==> src/rtl/det_pkg.sv <==
// Shared types and constants for the determinant batch scheduler.
// Imported by the scheduler top and its timeout counter.
package det_pkg;

    localparam int ADDR_W     = 4;
    localparam int ROM_DATA_W = 8;
    localparam int DET_W      = 2 * ROM_DATA_W;

    localparam logic [ADDR_W-1:0] MAX_BASE = 4'd7;

    typedef enum logic [2:0] {
        S_IDLE,
        S_CHECK,
        S_ISSUE,
        S_WAIT,
        S_HOLD,
        S_FINISH
    } state_t;

    typedef enum logic [1:0] {
        ERR_OK      = 2'b00,
        ERR_RANGE   = 2'b01,
        ERR_TIMEOUT = 2'b10
    } err_t;

endpackage

==> src/rtl/det_timeout_counter.sv <==
// Cycle counter guarding a single determinant job.
// o_expired marks the TIMEOUT-th enabled cycle after a clear.
module det_timeout_counter
    import det_pkg::*;
#(
    parameter int TIMEOUT = 255
) (
    input  logic i_clock,
    input  logic i_reset,
    input  logic i_clear,
    input  logic i_enable,
    output logic o_expired
);

    localparam int CW = $clog2(TIMEOUT + 1);

    logic [CW-1:0] r_count;

    always_ff @(posedge i_clock) begin
        if (i_reset || i_clear) begin
            r_count <= '0;
        end else if (i_enable && (r_count != CW'(TIMEOUT))) begin
            r_count <= r_count + 1'b1;
        end
    end

    assign o_expired = i_enable && (r_count == CW'(TIMEOUT - 1));

endmodule

==> src/rtl/det_batch_scheduler.sv <==
// Walks a batch of 3x3 matrices through the determinant unit,
// returning one result per job over a valid/ready handshake.
module det_batch_scheduler
    import det_pkg::*;
#(
    parameter int STRIDE  = 1,
    parameter int TIMEOUT = 255
) (
    input  logic              clock,
    input  logic              reset,
    input  logic              batch_start,
    input  logic [ADDR_W-1:0] base_addr,
    input  logic [2:0]        job_count,
    input  logic              abort,
    output logic              det_start,
    output logic [ADDR_W-1:0] det_start_adress,
    output logic              det_reset,
    input  logic              det_done,
    input  logic [DET_W-1:0]  det_result,
    output logic              res_valid,
    input  logic              res_ready,
    output logic [DET_W-1:0]  res_data,
    output logic [2:0]        res_index,
    output logic [1:0]        res_err,
    output logic              busy,
    output logic              batch_done
);

    state_t             r_state;
    state_t             w_next;
    logic [ADDR_W-1:0]  r_cur_addr;
    logic [2:0]         r_remaining;
    logic [2:0]         r_index;
    logic [DET_W-1:0]   r_res_data;
    err_t               r_res_err;
    logic               r_det_reset;

    logic w_active;
    logic w_abort;
    logic w_expired;
    logic w_timeout;
    logic w_xfer;
    logic w_range_err;
    logic w_in_job;

    assign w_active    = (r_state != S_IDLE) && (r_state != S_FINISH);
    assign w_abort     = abort && w_active;
    assign w_in_job    = (r_state == S_ISSUE) || (r_state == S_WAIT);
    assign w_range_err = r_cur_addr > MAX_BASE;
    assign w_timeout   = (r_state == S_WAIT) && w_expired
                         && !det_done && !abort;
    assign w_xfer      = (r_state == S_HOLD) && res_ready && !abort;

    det_timeout_counter #(
        .TIMEOUT(TIMEOUT)
    ) u_tmo (
        .i_clock  (clock),
        .i_reset  (reset),
        .i_clear  (r_state == S_ISSUE),
        .i_enable (r_state == S_WAIT),
        .o_expired(w_expired)
    );

    always_ff @(posedge clock) begin
        if (reset) begin
            r_state <= S_IDLE;
        end else begin
            r_state <= w_next;
        end
    end

    always_comb begin
        w_next = r_state;
        unique case (r_state)
            S_IDLE:   if (batch_start) w_next = S_CHECK;
            S_CHECK:  w_next = w_range_err ? S_HOLD : S_ISSUE;
            S_ISSUE:  w_next = S_WAIT;
            S_WAIT:   if (det_done || w_timeout) w_next = S_HOLD;
            S_HOLD: begin
                if (res_ready) begin
                    w_next = (r_remaining == 3'd0) ? S_FINISH : S_CHECK;
                end
            end
            S_FINISH: w_next = S_IDLE;
            default:  w_next = S_IDLE;
        endcase
        // Abort wins over any handshake or completion in the same cycle
        if (w_abort) w_next = S_FINISH;
    end

    always_ff @(posedge clock) begin
        if (reset) begin
            r_cur_addr  <= '0;
            r_remaining <= '0;
            r_index     <= '0;
            r_res_data  <= '0;
            r_res_err   <= ERR_OK;
            r_det_reset <= 1'b1;
        end else begin
            r_det_reset <= w_abort && w_in_job;
            if ((r_state == S_IDLE) && batch_start) begin
                r_cur_addr  <= base_addr;
                r_remaining <= job_count;
                r_index     <= '0;
            end
            if ((r_state == S_CHECK) && w_range_err) begin
                r_res_data <= '0;
                r_res_err  <= ERR_RANGE;
            end
            if ((r_state == S_WAIT) && det_done) begin
                r_res_data <= det_result;
                r_res_err  <= ERR_OK;
            end else if (w_timeout) begin
                r_res_data <= '0;
                r_res_err  <= ERR_TIMEOUT;
            end
            if (w_xfer && (r_remaining != 3'd0)) begin
                r_remaining <= r_remaining - 1'b1;
                r_index     <= r_index + 1'b1;
                r_cur_addr  <= r_cur_addr + ADDR_W'(STRIDE);
            end
        end
    end

    // Timeout reset is driven in the expiry cycle itself
    assign det_reset        = r_det_reset | w_timeout;
    assign det_start        = (r_state == S_ISSUE);
    assign det_start_adress = w_in_job ? r_cur_addr : '0;
    assign res_valid        = (r_state == S_HOLD);
    assign res_data         = res_valid ? r_res_data : '0;
    assign res_index        = res_valid ? r_index : '0;
    assign res_err          = res_valid ? r_res_err : ERR_OK;
    assign busy             = (r_state != S_IDLE);
    assign batch_done       = (r_state == S_FINISH);

endmodule

==> config.mk <==
export PLATFORM = sky130hd
export DESIGN_NAME = det_batch_scheduler
export DESIGN_NICKNAME = d
export VERILOG_FILES = /design/src/rtl/det_pkg.sv /design/src/rtl/det_timeout_counter.sv /design/src/rtl/det_batch_scheduler.sv
export SDC_FILE = /design/constraint.sdc
export NUM_CORES = 1
export LEC_CHECK = 0
export ABC_AREA = 1
export CAP_MARGIN = 20
export CORE_MARGIN = 2
export CORE_UTILIZATION = 30
export CTS_BUF_LIST = sky130_fd_sc_hd__clkbuf_8 sky130_fd_sc_hd__clkbuf_16
export DETAILED_ROUTE_END_ITERATION = 8
export HOLD_SLACK_MARGIN = 0.05
export PLACE_DENSITY = 0.61
export SYNTH_ARGS = -nofsm -noshare
export SYNTH_HDL_FRONTEND = slang
export SYNTH_HIERARCHICAL = 1
export SYNTH_SLANG_ARGS = --single-unit
==> constraint.sdc <==
create_clock -name clock -period 2.6 [get_ports clock]
set_clock_uncertainty 0.2 [all_clocks]
set_input_delay 0.52 -clock clock [delete_from_list [all_inputs] [get_ports clock]]
set_output_delay 0.52 -clock clock [all_outputs]
set_load 0.1 [all_outputs]
Word level (Yosys, flattened, before mapping). Index checks and enable logic that the tools add are counted.

Register bits: 40. Latch bits: 0. Bits in writable memories: 0. ROM bits: 0. Input bits: 29. Memories: 0.

Add/sub/neg operators: 4. Multiply operators: 0. Div/mod/pow operators: 0. Order comparisons: 1. Equal/unequal tests: 14. Shift operators: 0. Muxes and demuxes: 22. Bitwise logic cells: 1. Reductions and logical operators: 31.

Operators by type and width (number): $mux 16 (4); $mux 3 (11); $pmux 3 s5 (1); $logic_and 1x1->1 (14); $mux 4 (3); $ne 3x3->1 const B (3); $reduce_bool 3->1 (3); $add 8x1->8 const B (1); $eq 8x8->1 const B (1); $ne 8x8->1 const B (1); $eq 3x2->1 const B (2); $eq 3x3->1 const B (2); $logic_not 3->1 (2); $mux 2 (3); $reduce_and 3->1 (2); $add 4x1->4 const B (1); $gt 4x3->1 const B (1); $ne 2x2->1 const B (2); $reduce_bool 2->1 (2); $reduce_or 2->1 (2); $add 3x1->3 const B (1); $eq 3x1->1 const B (1); $logic_or 1x1->1 (3); $ne 3x1->1 const B (1); 5 further kinds (6).

Logic depth before layout (Yosys ltp).
Word-level depth: 9. Gate-level depth with buffers: 12. Depth with buffers taken out: 11.

Cells and area by module. The synthesis kept the hierarchy.

Modules (own cells, without submodules): det_batch_scheduler (instances 1, cells an instance 263, area an instance 1830.5 um2); det_timeout_counter (instances 1, cells an instance 65, area an instance 456.7 um2).

Worst setup path before layout. No wires, ideal clock.

Kind: register to output. From: register r_state[1]. To: output res_data[0]. Arrival: 2.114 ns. Data required time: 1.880 ns. Slack: -0.234 ns. Stages on the path, launching flop included: 5. Cell sequence: dfxtp_1 > nor2_2 > nand2_2 > clkbuf_1 > nor2_1.

Longest elaborated chain between the ends: 2.

RTL lines: from (decl) (line det_batch_scheduler.sv:29) `state_t r_state;`; from (signal assigned) (line det_batch_scheduler.sv:68) `r_state <= w_next;`; $eq 3x3->1 (line det_batch_scheduler.sv:129) `assign res_valid = (r_state == S_HOLD);`; $mux 16 (line det_batch_scheduler.sv:130) `assign res_data = res_valid ? r_res_data : '0;`; to (decl) (line det_batch_scheduler.sv:22) `output logic [DET_W-1:0] res_data,`.

Every way passes these cells.

Worst setup path after layout.
From: register r_state[2]. To: output det_reset.

Longest elaborated chain between the ends: 6.

RTL lines: $eq 3x2->1 (line det_batch_scheduler.sv:60) `.i_enable (r_state == S_WAIT),`; $logic_and 1x1->1 (line det_timeout_counter.sv:27) `assign o_expired = i_enable && (r_count == CW'(TIMEOUT - 1));`; via w_expired (line det_batch_scheduler.sv:40) `logic w_expired;`; $logic_and 1x1->1 (line det_batch_scheduler.sv:50) `assign w_timeout = (r_state == S_WAIT) && w_expired`; $logic_and 1x1->1 (2 in a row) (line det_batch_scheduler.sv:51) `&& !det_done && !abort;`; $or 1x1->1 (line det_batch_scheduler.sv:126) `assign det_reset = r_det_reset | w_timeout;`; to (decl) (line det_batch_scheduler.sv:17) `output logic det_reset,`.

The timed path passes the listed nets, and every way through them passes these cells.

==> results_dict.tcl <==
set metrics [dict create \
    outcome "completed" \
    io-pin-count 59 \
    async_flop_share_pct 0 \
    die_y_um 91.3 \
    clock_sinks 40 \
    initial_utilization_pct 31.2 \
    drv_cap 0 \
    synth_edf_count 0 \
    cp.required_ns 1.88 \
    cts_made_buffers 5 \
    clk_path_buf_depth 2 \
    drc_errors 0 \
    post-route-period-util_pct 97.6 \
    p_per_area_mw_per_mm2 722 \
    first_global_vias 2115 \
    netlist.area_leader.share_pct 35.0 \
    path_delay_family "simple AND/OR/NAND/NOR gates" \
    syn_inst 328 \
    yosysTopAreaCell "dfxtp_1" \
    crit_arrival_ns 1.82 \
    synthFlopType "dfxtp_1" \
    antenna_found_initial 0 \
    rsz0062_at_grt "yes" \
    first_iter_violations 97 \
    switchingPower_mw 1.04 \
    hpwl_um 4190 \
    syn_avg_cell_area_sq_um 6.97 \
    fin_setup_tns_ns 0 \
    port_buffers 58 \
    yosysSeqAreaShare_pct 35.0 \
    post_drt_wl_per_cell_um 11.7 \
    instances_no_fill 490 \
    dp_slack_ns 0.0981 \
    row_count 31 \
    post_dp_cell_area_sq_mm 0.00324 \
    dr.pass1.iters 4 \
    p_seq_share_pct 32.1 \
    max_freq_mhz 394 \
    yosysUniqueCellTypes 32 \
    switching_share_pct 42.2 \
    fill_cells 721 \
    timing.critical_path.mode_cell "nand2_4" \
    synthToLayoutAreaGrowth_pct 49.8 \
    grt_overflow 0 \
    crit_fanout 4 \
    end_kind "primary output" \
    fin_area_sq_mm 0.00343 \
    intPower_mw 1.43 \
    vias 2271 \
    synth.most_common_cell "nor2_1" \
    worst_pin_slew_ns 0.495 \
    synthTopCellsByCount "nor2_1, nand2_1, inv_1, dfxtp_1, nand2_2" \
    syn_nets 363 \
    finalPower_mw 2.47 \
    whs_ns 0.262 \
    globalplace.congestion 0.799 \
    die_w_um 91.3 \
    max_slew_margin_pct 66.9 \
    antenna_left 0 \
    p_leak_nw 1.34 \
    holdBufCountCts 0 \
    setup_viol 0 \
    clk_pin_slew_worst_paths_ns 0.08 \
    grt_pass1_wl_um 9650 \
    hold_viol_final 0 \
    antenna_cells 0 \
    combPwrFrac_pct 43.7 \
    timing.final.ws_setup_ns 0.0623 \
    path_cells "inv_4, nand2_4, nor2_8, nand2_2, nor4_4, nand2_1, nor2_2, nand2_4, inv_2, or2_4, buf_12" \
    wirelength_um 5750 \
    drive_gt1_share_pct 27.1 \
    dieArea_sq_mm 0.00834 \
    synth_area_sq_mm 0.00229 \
    core_area_sq_mm 0.00733 \
    grt.total_usage_pct 14.2 \
    yosys_warnings 6 \
    synth.ff_latch_count 40 \
    path_buf_inv 3 \
    cpMaxStageDelayCell "dfxtp_4" \
    finalNetCount 426 \
    p_clk_share_pct 24.1 \
    grt_max_degree 24 \
    cts_tree "done" \
    ys_top_cells_by_area "dfxtp_1, nor2_1, nand2_1, inv_1, a21oi_2" \
    utilization_pct 46.7 \
    cts_max_level 2 \
    fin_crit_ns 2.54 \
    maxSlewViolCount 0 \
    ir_worst_vdd_mv 0.258 \
    root_buffer "clkbuf_8" \
    critPathMaxStageDelay_ns 0.36 \
    critPathLaunchType "flop" \
    clk_latency_ns 0.29 \
    via_per_inst 4.63 \
    critPathKind "reg2out" \
    dp.cells 480 \
    hp-class "reg2reg" \
]
## path summary, 6_finish.rpt
check / startpoint / end / slack (ns) / cells after the start
max reg2reg: r_state[1] / r_cur_addr[2] / 0.49 / 8
min: r_res_err[1] / r_res_err[1] / 0.26 / 2
max: r_state[2] / det_reset / 0.06 / 11
min reg2reg: r_res_err[1] / r_res_err[1] / 0.26 / 2
## power by group through the flow
stage	Sequential, mW	Combinational, mW	Clock (mW)
finish	0.794	1.08	0.597
global route	0.804	1.18	0.636
CTS	0.788	1.06	0.617
detailed placement	0.797	1.04	0
global placement	0.792	1.03	0
floorplan	0.777	0.784	0
## state kept, by name, indices dropped and copies added (netlist names)
name / count
r_remaining: 3
r_res_err: 2
u_tmo/r_count: 8
r_index: 3
r_det_reset: 1
r_state: 3
r_res_data: 16
r_cur_addr: 4
## area by class of cell
class                   instances  area, sq um  area share [%]
multi-input cells             227         1240            36.3
repair buffers                 67          923            26.9
flip-flops and latches         40          812            23.7
inverters                      50          195            5.70
well taps                      99          124            3.61
clock buffers                   5         68.8            2.01
clock inverters                 2         60.1            1.75
## per-layer routing
metal  part of all wire (%)  track usage, %  vias to the layer above  wire length (um)
li1                       -               -                     1169                 -
met1                     45            17.5                     1048              2570
met2                     50            24.9                       48              2890
met3                    3.9            2.82                        6               223
met4                    1.1            4.17                        0                63
met5                      0               0                        -                 0
## layout by cell type (no fill, tap or decap), types with 3 or more instances in the layout
| master | instances |
|---|---|
| nor2_1 | 52 |
| nand2_1 | 48 |
| inv_1 | 43 |
| dfxtp_1 | 35 |
| clkdlybuf4s50_1 | 28 |
| buf_12 | 28 |
| nand2_2 | 19 |
| nand4_1 | 17 |
| a21oi_1 | 16 |
| a21oi_2 | 13 |
| o21ai_0 | 12 |
| o21ai_1 | 11 |
| buf_4 | 11 |
| nand3_1 | 10 |
| nor2_2 | 6 |
| inv_2 | 5 |
| ha_1 | 5 |
| clkbuf_8 | 5 |
| nand2_4 | 3 |
| nor3_1 | 3 |
| dfxtp_2 | 3 |
## cells by family after synthesis
family,Yosys count,synth area share (%)
DFF,40,35.0
AOI/OAI and AO/OA,55,14.6
adders and majority gates,6,3.28
buffers and inverters,61,11.8
xor gates and xnor gates,3,1.15
and+or+nand+nor,163,34.2
## worst min-delay path: stages (launching register included)
cell and delay [ns]:
dfxtp_1 0.31, nand2_1 0.06, a21oi_1 0.05
## repair_timing
item                                   CTS  global route
pin swaps                                0             4
resized for setup                        5            11
setup endpoints to repair                1             1
endpoints found under the hold margin    0             0
setup buffers                            1             2
Note: power is estimated with default switching activity, not from simulation.
